--- src/rtl/pwm_pkg.sv ---
// pwm_pkg: shared types, defaults and helpers for the centre-aligned PWM block
package pwm_pkg;
  localparam int CNT_W_DEF = 11;
  localparam int DT_W_DEF  = 6;
  typedef enum logic {DIR_UP = 1'b0, DIR_DOWN = 1'b1} dir_e;
  typedef enum logic [1:0] {IDLE_LOW, WAIT_DT, DRIVE} dt_st_e;
  // bit offset of channel ch inside a packed per-channel compare bus of w-bit fields
  function automatic int unsigned cmp_lsb(int unsigned ch, int unsigned w);
    return ch * w;
  endfunction
endpackage

--- src/rtl/pwm_deadtime.sv ---
// pwm_deadtime: complementary high/low drive with dead time inserted on every raw edge
module pwm_deadtime
  import pwm_pkg::*;
#(
  parameter int DT_W = DT_W_DEF
) (
  input  logic            sys_clk,
  input  logic            sys_rst_n,
  input  logic            raw,
  input  logic [DT_W-1:0] dt,
  input  logic            en,
  output logic            h,
  output logic            l
);
  localparam logic [DT_W-1:0] DT_ONE = DT_W'(1);
  dt_st_e hs_q, hs_d, ls_q, ls_d, act;
  logic [DT_W-1:0] dtc_q, dtc_d;

  // a side drops as soon as its target goes low and rises only after a full dead time of stable target
  function automatic dt_st_e side_nxt(dt_st_e st, logic tgt, logic [DT_W-1:0] c, logic [DT_W-1:0] d);
    return !tgt ? IDLE_LOW :
           st == IDLE_LOW ? (d == '0 ? DRIVE : WAIT_DT) :
           st == WAIT_DT ? (c <= DT_ONE ? DRIVE : WAIT_DT) : DRIVE;
  endfunction

  // side states and the shared dead-time counter
  always_ff @(posedge sys_clk or negedge sys_rst_n)
    if (!sys_rst_n) begin
      hs_q  <= IDLE_LOW;
      ls_q  <= IDLE_LOW;
      dtc_q <= '0;
    end else begin
      hs_q  <= hs_d;
      ls_q  <= ls_d;
      dtc_q <= dtc_d;
    end

  // next state; only the side whose target is high can be waiting, so one counter serves both
  always_comb begin
    act   = raw ? hs_q : ls_q;
    hs_d  = en ? side_nxt(hs_q, raw, dtc_q, dt) : IDLE_LOW;
    ls_d  = en ? side_nxt(ls_q, ~raw, dtc_q, dt) : IDLE_LOW;
    dtc_d = !en ? '0 : act == IDLE_LOW ? dt : act == WAIT_DT ? dtc_q - DT_ONE : dtc_q;
  end

  // outputs decode registered state only, so both sides can never be driven together
  always_comb begin
    h = hs_q == DRIVE;
    l = ls_q == DRIVE;
  end
endmodule

--- src/rtl/pwm_center_dt_multi.sv ---
// pwm_center_dt_multi: triangle-carrier multi-channel PWM with shadowed settings and dead time
module pwm_center_dt_multi
  import pwm_pkg::*;
#(
  parameter int CNT_W   = CNT_W_DEF,
  parameter int CH_N    = 3,
  parameter int DT_W    = DT_W_DEF,
  parameter int PER_DEF = 1563,
  parameter int CMP_DEF = 780,
  parameter int DT_DEF  = 40
) (
  input  logic                  sys_clk,
  input  logic                  sys_rst_n,
  input  logic                  en,
  input  logic                  load,
  input  logic [CNT_W-1:0]      period,
  input  logic [CH_N*CNT_W-1:0] cmp,
  input  logic [DT_W-1:0]       deadtime,
  output logic                  load_ack,
  output logic [CH_N-1:0]       pwm_h,
  output logic [CH_N-1:0]       pwm_l,
  output logic [CNT_W-1:0]      cnt_o,
  output logic                  dir_o,
  output logic                  zero_evt,
  output logic                  peak_evt
);
  localparam logic [CNT_W-1:0]      ONE     = CNT_W'(1);
  localparam logic [CNT_W-1:0]      PER_MIN = CNT_W'(2);
  localparam logic [CNT_W-1:0]      PER_RST = CNT_W'(PER_DEF);
  localparam logic [CH_N*CNT_W-1:0] CMP_RST = {CH_N{CNT_W'(CMP_DEF)}};
  localparam logic [DT_W-1:0]       DT_RST  = DT_W'(DT_DEF);

  logic [CNT_W-1:0]      cnt_q, cnt_d, per_q, per_d, per_sh_q, per_sh_d, per_eff;
  logic [CH_N*CNT_W-1:0] cmp_q, cmp_d, cmp_sh_q, cmp_sh_d;
  logic [DT_W-1:0]       dt_q, dt_d, dt_sh_q, dt_sh_d;
  logic                  pend_q, pend_d, xfer;
  logic [CH_N-1:0]       raw;
  dir_e                  dir_q, dir_d;

  // carrier, active and shadow registers
  always_ff @(posedge sys_clk or negedge sys_rst_n)
    if (!sys_rst_n) begin
      cnt_q    <= '0;
      dir_q    <= DIR_UP;
      per_q    <= PER_RST;
      cmp_q    <= CMP_RST;
      dt_q     <= DT_RST;
      per_sh_q <= PER_RST;
      cmp_sh_q <= CMP_RST;
      dt_sh_q  <= DT_RST;
      pend_q   <= 1'b0;
    end else begin
      cnt_q    <= cnt_d;
      dir_q    <= dir_d;
      per_q    <= per_d;
      cmp_q    <= cmp_d;
      dt_q     <= dt_d;
      per_sh_q <= per_sh_d;
      cmp_sh_q <= cmp_sh_d;
      dt_sh_q  <= dt_sh_d;
      pend_q   <= pend_d;
    end

  // triangle carrier 0..per..0; direction turns one step early so the count lands on the peak and valley
  always_comb begin
    per_eff = per_q < PER_MIN ? PER_MIN : per_q;
    cnt_d   = !en ? '0 : dir_q == DIR_UP ? cnt_q + ONE : cnt_q - ONE;
    dir_d   = !en ? DIR_UP :
              (dir_q == DIR_UP && cnt_q == per_eff - ONE) ? DIR_DOWN :
              (dir_q == DIR_DOWN && cnt_q == ONE) ? DIR_UP : dir_q;
  end

  // shadow capture and valley transfer; a load in the transfer cycle re-arms for the next valley
  always_comb begin
    xfer     = pend_q && cnt_q == '0;
    pend_d   = load || (pend_q && !xfer);
    per_sh_d = load ? period : per_sh_q;
    cmp_sh_d = load ? cmp : cmp_sh_q;
    dt_sh_d  = load ? deadtime : dt_sh_q;
    per_d    = xfer ? per_sh_q : per_q;
    cmp_d    = xfer ? cmp_sh_q : cmp_q;
    dt_d     = xfer ? dt_sh_q : dt_q;
  end

  for (genvar i = 0; i < CH_N; i++) begin : g_ch
    assign raw[i] = cnt_q >= cmp_q[cmp_lsb(i, CNT_W) +: CNT_W];
    pwm_deadtime #(.DT_W(DT_W)) u_dt (
      .sys_clk  (sys_clk),
      .sys_rst_n(sys_rst_n),
      .raw      (raw[i]),
      .dt       (dt_q),
      .en       (en),
      .h        (pwm_h[i]),
      .l        (pwm_l[i])
    );
  end

  assign load_ack = xfer;
  assign cnt_o    = cnt_q;
  assign dir_o    = dir_q;
  assign zero_evt = en && cnt_q == '0;
  assign peak_evt = en && cnt_q == per_eff;
endmodule

--- config.mk ---
export PLATFORM = sky130hd
export DESIGN_NAME = pwm_center_dt_multi
export DESIGN_NICKNAME = d
export VERILOG_FILES = /design/src/rtl/pwm_pkg.sv /design/src/rtl/pwm_deadtime.sv /design/src/rtl/pwm_center_dt_multi.sv
export SDC_FILE = /design/constraint.sdc
export NUM_CORES = 1
export LEC_CHECK = 0
export CAP_MARGIN = 20
export CORE_MARGIN = 2
export CORE_UTILIZATION = 58
export DETAILED_ROUTE_END_ITERATION = 8
export HOLD_SLACK_MARGIN = 0.08
export PLACE_DENSITY = 0.89
export REMOVE_ABC_BUFFERS = 1
export SYNTH_ARGS = -nofsm -noshare
export SYNTH_HDL_FRONTEND = slang
export SYNTH_SLANG_ARGS = --single-unit
--- constraint.sdc ---
create_clock -name sys_clk -period 3.15 [get_ports sys_clk]
set_input_delay 0.63 -clock sys_clk [delete_from_list [all_inputs] [get_ports sys_clk]]
set_output_delay 0.63 -clock sys_clk [all_outputs]
set_load 0.1 [all_outputs]
==> results.ini <==
[run_status]
outcome = completed

[pwr]
p_clk_share_pct = 25.4
intPower_w = 0.00460
p_comb_share_pct = 33.8
peakVddDrop_mv = 0.554
pwr-share-seq_pct = 40.9
power.leakage_nw = 4.44
p_sw_share_pct = 35.4
power.density_nw_per_um2 = 743
switchingPower_w = 0.00251
fin_total_pwr_w = 0.00711

[sta]
final-hold-violation-count = 0
fin_tns_setup_ps = 0
slew_violations = 0
rsz0062_at_grt = no
skew_ps = 11.2
period_minus_slack_ps = 3050
fmax_mhz = 328
worst_pin_slew_ps = 775
period_share_pct = 96.7
setup_viol = 0
slew-limit-headroom_pct = 48.3

[logic_synthesis]
seq_area_frac_synth_pct = 44.9
synth_top_area_share_pct = 31.9
yosysUniqueCellTypes = 55
syn_area_um2 = 8090
yosys.area.top_type = dfrtp_1
avgSynthCellArea_um2 = 10.9
ys_warn_count = 0
synth.most_common_cell = dfrtp_1
synth_seq_cells = 143
synthTopCellsByCount = 103 x dfrtp_1, 58 x inv_1, 53 x mux2_2
postSynth.asyncResetShare_pct = 100
synth_edf_count = 0
synth_ff_type = dfrtp_1
synth_cells = 740
netlist_top_cells_area = dfrtp_1 32%, dfstp_2 13%, mux2_4 9.1%, mux2_2 7.4%, ha_1 6.8%

[grt]
gr-total-overflow = 0
grt_max_degree = 80
grt_first_pass_wirelength_um = 28800
antenna_found_initial = 0
grt_pass1_vias = 5845
grt_usage_pct = 25.0

[worst_setup_path]
worst_setup_path_end_kind = output port
required_ps = 2520
r2r_cells = 10
r2r-end = dir_o
critPathLaunchType = register
cp_max_fo = 3
r2r-start = per_q[3]
reg2reg_slack_ps = 270
critical_path_arrival_ps = 2420
critical_path_class = register to output port

[finish]
finalNonFillerCells = 1004
area_delta_synth_final_pct = 18.4
diodes = 0
fillerInstances = 994
seqCellArea_um2 = 3630
drive_above_1_share_pct = 28.0
final_nets = 910
multiInputGateArea_um2 = 4060

[drt]
ant_nets = 0
vias_per_cell = 5.85
drt-total-wl_um = 17700
routedWlPerCell_um = 17.7
drtPass1Iterations = 5
drc = 0
drt-initial-drc-count = 529
vias = 5873

[cts]
clock_latency_ps = 430
clk_pin_slew_ps = 60
cts_made_buffers = 17
cts_root_buf = clkbuf_16
cts_tree = built
cts_sinks = 143
post_cts_buffers = 0
cts_max_level = 4
clockBufferDepth = 2

[floorplanning]
dieArea_um2 = 14900
core-area_um2 = 13800
dieHeight_um = 122
die_x_um = 122
io_pins = 75
start_util_pct = 58.7
rows = 43

[worst_hold_path]
hold_path.class = input port to asynchronous set/reset pin

[placement]
gp_congestion = 0.927
io_buffers = 74
dp.cells = 973
dp_hpwl_um = 12300

[job]
cap_viol_max_count = 0

==> metrics by stage <==
stage	worst slack (ps)	hold slack (ps)	utilization (%)	instance area (um^2)
after floorplan	-1140	334	-	7840
after global placement	270	487	65.3	8990
after detailed placement	160	490	65.3	8990
after CTS	27.1	260	69.2	9530
after global routing	6.81	296	69.5	9580
final	105	243	69.5	9580
==> cell families after synthesis <==
family / synth area share, %
AND/OR/NAND/NOR: 12.5
buffers and inverters: 5.71
multiplexers: 19.1
flip-flops: 44.9
XOR/XNOR: 2.60
AO/OA/AOI/OAI: 8.46
adder cells (fa/ha/maj): 6.81
==> layout by cell type, fill, tap and decap left out, drive strengths merged, types with 4 or more instances in the layout <==
cell and n:
a211o 10, dfrtp 103, a21oi 33, nand2b 6
nor3 18, ha 44, xnor2 16, or3 7
mux2 102, nand4 19, o21ai 30, inv 60
mux2i 21, nand3 8, nor4 12, clkinv 5
clkdlybuf4s50 51, a31oi 4, xor2 8, nor2 42
clkinvlp 5, clkbuf 19, a221oi 5, nor2b 13
nor3b 4, buf 48, o22ai 4, nand2 48
dfstp 40
==> power by group through the flow <==
stage | clock network [W] | logic, W | registers (W)
global route | 0.00193 | 0.00266 | 0.00297
global placement | 0 | 0.00228 | 0.00287
CTS | 0.00183 | 0.00240 | 0.00288
floorplan | 0 | 0.00182 | 0.00276
finish | 0.00180 | 0.00240 | 0.00291
detailed placement | 0 | 0.00236 | 0.00290
==> critical path, cell delays in order (launching register included) <==
cell and delay (ps):
dfrtp_1 390, or3_1 410, or4_4 460, nor3_4 270
nand3_4 150, inv_1 130, buf_12 180
==> sequential cells by signal, summed over array words and instances (netlist names) <==
register and count:
cmp_sh_q 33, cmp_q 33, dt_q 6, dir_o 1
g_ch.u_dt.dtc_q 18, g_ch.u_dt.ls_q 6, cnt_o 11, g_ch.u_dt.hs_q 6
per_q 11, dt_sh_q 6, pend_q 1, per_sh_q 11
==> what timing repair did <==
action	in CTS	in global routing
pin swaps	1	3
setup endpoints to repair	2	3
resized for setup	3	11
gates cloned	0	0
endpoints found under the hold margin	0	0
hold buffers	0	0
==> worst max path at each step <==
stage / start / end / slack, ps / cells past startpoint
CTS: per_q[7] / peak_evt / 30 / 7
floorplan: cnt_o[5] / load_ack / -1140 / 5
detailed placement: per_q[3] / dir_o / 160 / 10
finish: cnt_o[6] / load_ack / 100 / 6
global route: cnt_o[4] / peak_evt / 7 / 6
global placement: per_q[3] / dir_o / 270 / 10
==> final cells by class <==
class / count / area share (%)
multi-input combinational: 493 / 42.3
inverter: 58 / 2.27
clock inverter: 12 / 0.954
clock buffer: 19 / 4.52
timing repair buffer: 99 / 9.67
tap: 180 / 2.35
sequential: 143 / 37.9
==> per-layer routing <==
| layer | track usage [%] | vias up | wire length [um] |
|---|---|---|---|
| li1 | - | 2760 | - |
| met3 | 7.12 | 35 | 1050 |
| met2 | 41.6 | 180 | 8740 |
| met1 | 31.8 | 2898 | 7600 |
| met5 | 0 | - | 0 |
| met4 | 7.61 | 0 | 344 |
Power figures use the tool's default switching activity.
==> RTL edit (config.mk and constraints unchanged) <==
Register the input `period` before use, without a reset. The logic sees it one clock later. The other inputs are not delayed to match.
--- a/src/rtl/pwm_center_dt_multi.sv
+++ b/src/rtl/pwm_center_dt_multi.sv
@@ -29,6 +29,12 @@
   localparam logic [CNT_W-1:0]      PER_RST = CNT_W'(PER_DEF);
   localparam logic [CH_N*CNT_W-1:0] CMP_RST = {CH_N{CNT_W'(CMP_DEF)}};
   localparam logic [DT_W-1:0]       DT_RST  = DT_W'(DT_DEF);
+
+  logic [CNT_W-1:0] period_q;
+
+  always_ff @(posedge sys_clk) begin
+    period_q <= period;
+  end
 
   logic [CNT_W-1:0]      cnt_q, cnt_d, per_q, per_d, per_sh_q, per_sh_d, per_eff;
   logic [CH_N*CNT_W-1:0] cmp_q, cmp_d, cmp_sh_q, cmp_sh_d;
@@ -74,7 +80,7 @@
   always_comb begin
     xfer     = pend_q && cnt_q == '0;
     pend_d   = load || (pend_q && !xfer);
-    per_sh_d = load ? period : per_sh_q;
+    per_sh_d = load ? period_q : per_sh_q;
     cmp_sh_d = load ? cmp : cmp_sh_q;
     dt_sh_d  = load ? deadtime : dt_sh_q;
     per_d    = xfer ? per_sh_q : per_q;
Function: changed (a bounded check fails within 4 cycles, from zero or initial values and one cycle with sys_rst_n low).
==> RTL edit against the original RTL <==
Sequential cell count up 11. Count of clock-buffer cells in the layout up 1. Routed wire length up 2.7%. Design area up 3.6%. Synthesized cell count up 2.0%. Worst setup slack worse by 0.037 ns. Area after synthesis up 3.4%. First-iteration DRC count down 11%. Total power up 6.8%. Core utilization up 1.4 points. Largest cell class unchanged.
==> RTL edit: results (changes against the original RTL) <==
Place
  • Hpwl dp: 12.15 mm (-0.98%)
  • Gpl congestion: 0.8703 (-6.1%)
  • IO Port Bufs: 74 (unchanged)
  • Dpl cells: 989 (+1.6%)

CTS
  • Worst-path clk slew: 0.06 ns (about the same)
  • Clock buffer depth: 2 (unchanged)
  • Worst-Skew Late Latency: 0.43 ns (about the same)
  • Cts bufs inserted: 17 (unchanged)
  • Setup bufs post-CTS: 0 (unchanged)
  • Post-CTS sizing: 5 (+2)
  • Hold buffer count at CTS: 1 (+1)

Layout
  • Signal buf overhead: 9.620% (-0.046 points)
  • Count of multi-input gates: 500 (+1.4%)
  • Clock network area share: 5.825% (+0.35 points)
  • Layout clock buffers: 20 (+1)
  • FF/Latch Area: 0.003849 sq mm (+6.0%)
  • Fin nets: 927 (+1.9%)
  • Share of cells above drive strength 1: 28.98% (+0.94 points)
  • Final non-filler cell total: 1022 (+1.8%)
  • FILL cells: 925 (-6.9%)
  • # diodes: 0 (unchanged)
  • Multi-input combinational cell area: 0.004118 sq mm (+1.5%)
  • Inverters: 53 (-8.6%)
  • Non-CTS buffers: 103 (+4.0%)

Synth
  • Synthesized area per cell: 11.08 sq um (+1.3%)
  • Syn. warnings: 0 (unchanged)
  • Ys async rst share: 92.86% (-7.1 points)
  • Synth unique cells: 56 (+1.8%)
  • Register bit total from synthesis: 154 (+7.7%)
  • Top area cells in the synthesized netlist: dfrtp_1 (31%), dfstp_2 (13%), mux2_4 (8.8%)
  • Most frequent cells after synthesis: dfrtp_1 (103), mux2_2 (58), inv_1 (53)
  • Post-synthesis sequential area ratio: 46.02% (+1.2 points)

Hold path
  • Worst hold start: period_q[2]
  • Hold Path Stages: 1
  • HP Class: register to register
  • Hold EP: per_sh_q[2]

STA
  • Worst Tran Pin Value: 0.9002 ns (+0.1254 ns)
  • Setup Viol. Count Final: 0 (unchanged)
  • Clock Skews: 0.007919 ns (-0.003313 ns)

Critical path
  • R2r endpoint: dir_o
  • Worst reg-to-reg setup slack: 0.15 ns (-0.12 ns)
  • Critical-path top delay cell: or4_4
  • Crit path max-delay family: simple AND/OR/NAND/NOR gates
  • Worst EP arrival: 2.45 ns (+0.03 ns)
  • Reg2reg start: per_q[3]
  • Register-to-Register Path Depth: 9 (-1)
  • CP max stage delay: 0.58 ns (+0.12 ns)
  • Crit-path max FO: 3 (unchanged)

Global route
  • Initial antenna violation count: 0 (unchanged)
  • Total GRT Usage: 25.60% (+0.57 points)
  • First-pass GRT wire length: 29.97 mm (+4.1%)
  • Largest net degree at the start of global routing: 78 (-2.5%)
  • Vias in the first global route: 6197 (+6.0%)

Detailed routing
  • Via/cell ratio: 5.949 (+1.7%)
  • Final WL: 18.20 mm (+2.7%)
  • DRT iter0 DRCs: 472 (-11%)

Status
  • Status: complete, no violations

Pwr
  • Worst IR Drop VDD: 0.4778 mV (-14%)
  • Leakage: 4.620 nW (+4.0%)
RTL edit: cell count changes after synthesis, sizes merged, moves of 5 or more:
cell and change:
mux2 +5, inv -5, dfxtp +11, nor2 +8
xor2 +6
RTL edit: worst register-to-register path: stages, from the launching register on:
cell,delay [ns]
dfstp_2,0.38
or4_4,0.58
o31ai_4,0.20
ha_1,0.22
or4b_4,0.50
nor2_2,0.13
mux2_2,0.35
mux2i_1,0.19
o21ai_0,0.13
a41o_1,0.22
RTL edit: routing by layer:
metal  share of wire [%]  global-route usage (%)
met2                  49                   41.84
met5                   0                       0
met3                 5.5                   6.639
met4                 2.9                   12.01
met1                  43                   31.77
RTL edit: metrics by stage:
stage	hold slack, ns	worst slack [ns]	area, sq um
after floorplan	0.3344	-1.134	8113
after global placement	0.4424	0.04261	9283
after detailed placement	0.4494	-0.1258	9283
after CTS	0.4644	0.008538	9889
after global routing	0.4863	0.001372	9923
final	0.4620	0.06733	9923
RTL edit: logic make-up (layout without fill, tap and decap cells):
family	after synthesis	in the layout	share of synthesized area (%)
compound gates	107	107	8.124
buf+inv	101	188	5.371
flops	154	154	46.02
fa+ha+maj	44	44	6.583
mux	128	128	19.12
simple gates	195	195	12.06
xor+xnor	26	26	2.723
RTL edit: how the worst max path moves through the flow:
stage | startpoint | end | slack (ns) | cells past startpoint
after global placement | per_q[3] | dir_o | 0.04 | 9
after CTS | cnt_o[6] | zero_evt | 0.009 | 6
after detailed placement | per_q[3] | dir_o | -0.13 | 9
final | per_q[3] | peak_evt | 0.07 | 6
after global routing | per_q[3] | peak_evt | 0.001 | 6
after floorplan | cnt_o[5] | load_ack | -1.13 | 5
RTL edit: power by group:
group	switching (W)	internal, W	total, W
sequential	0.000504	0.00253	0.00304
combinational	0.00130	0.00129	0.00259
clock	0.000858	0.00112	0.00197
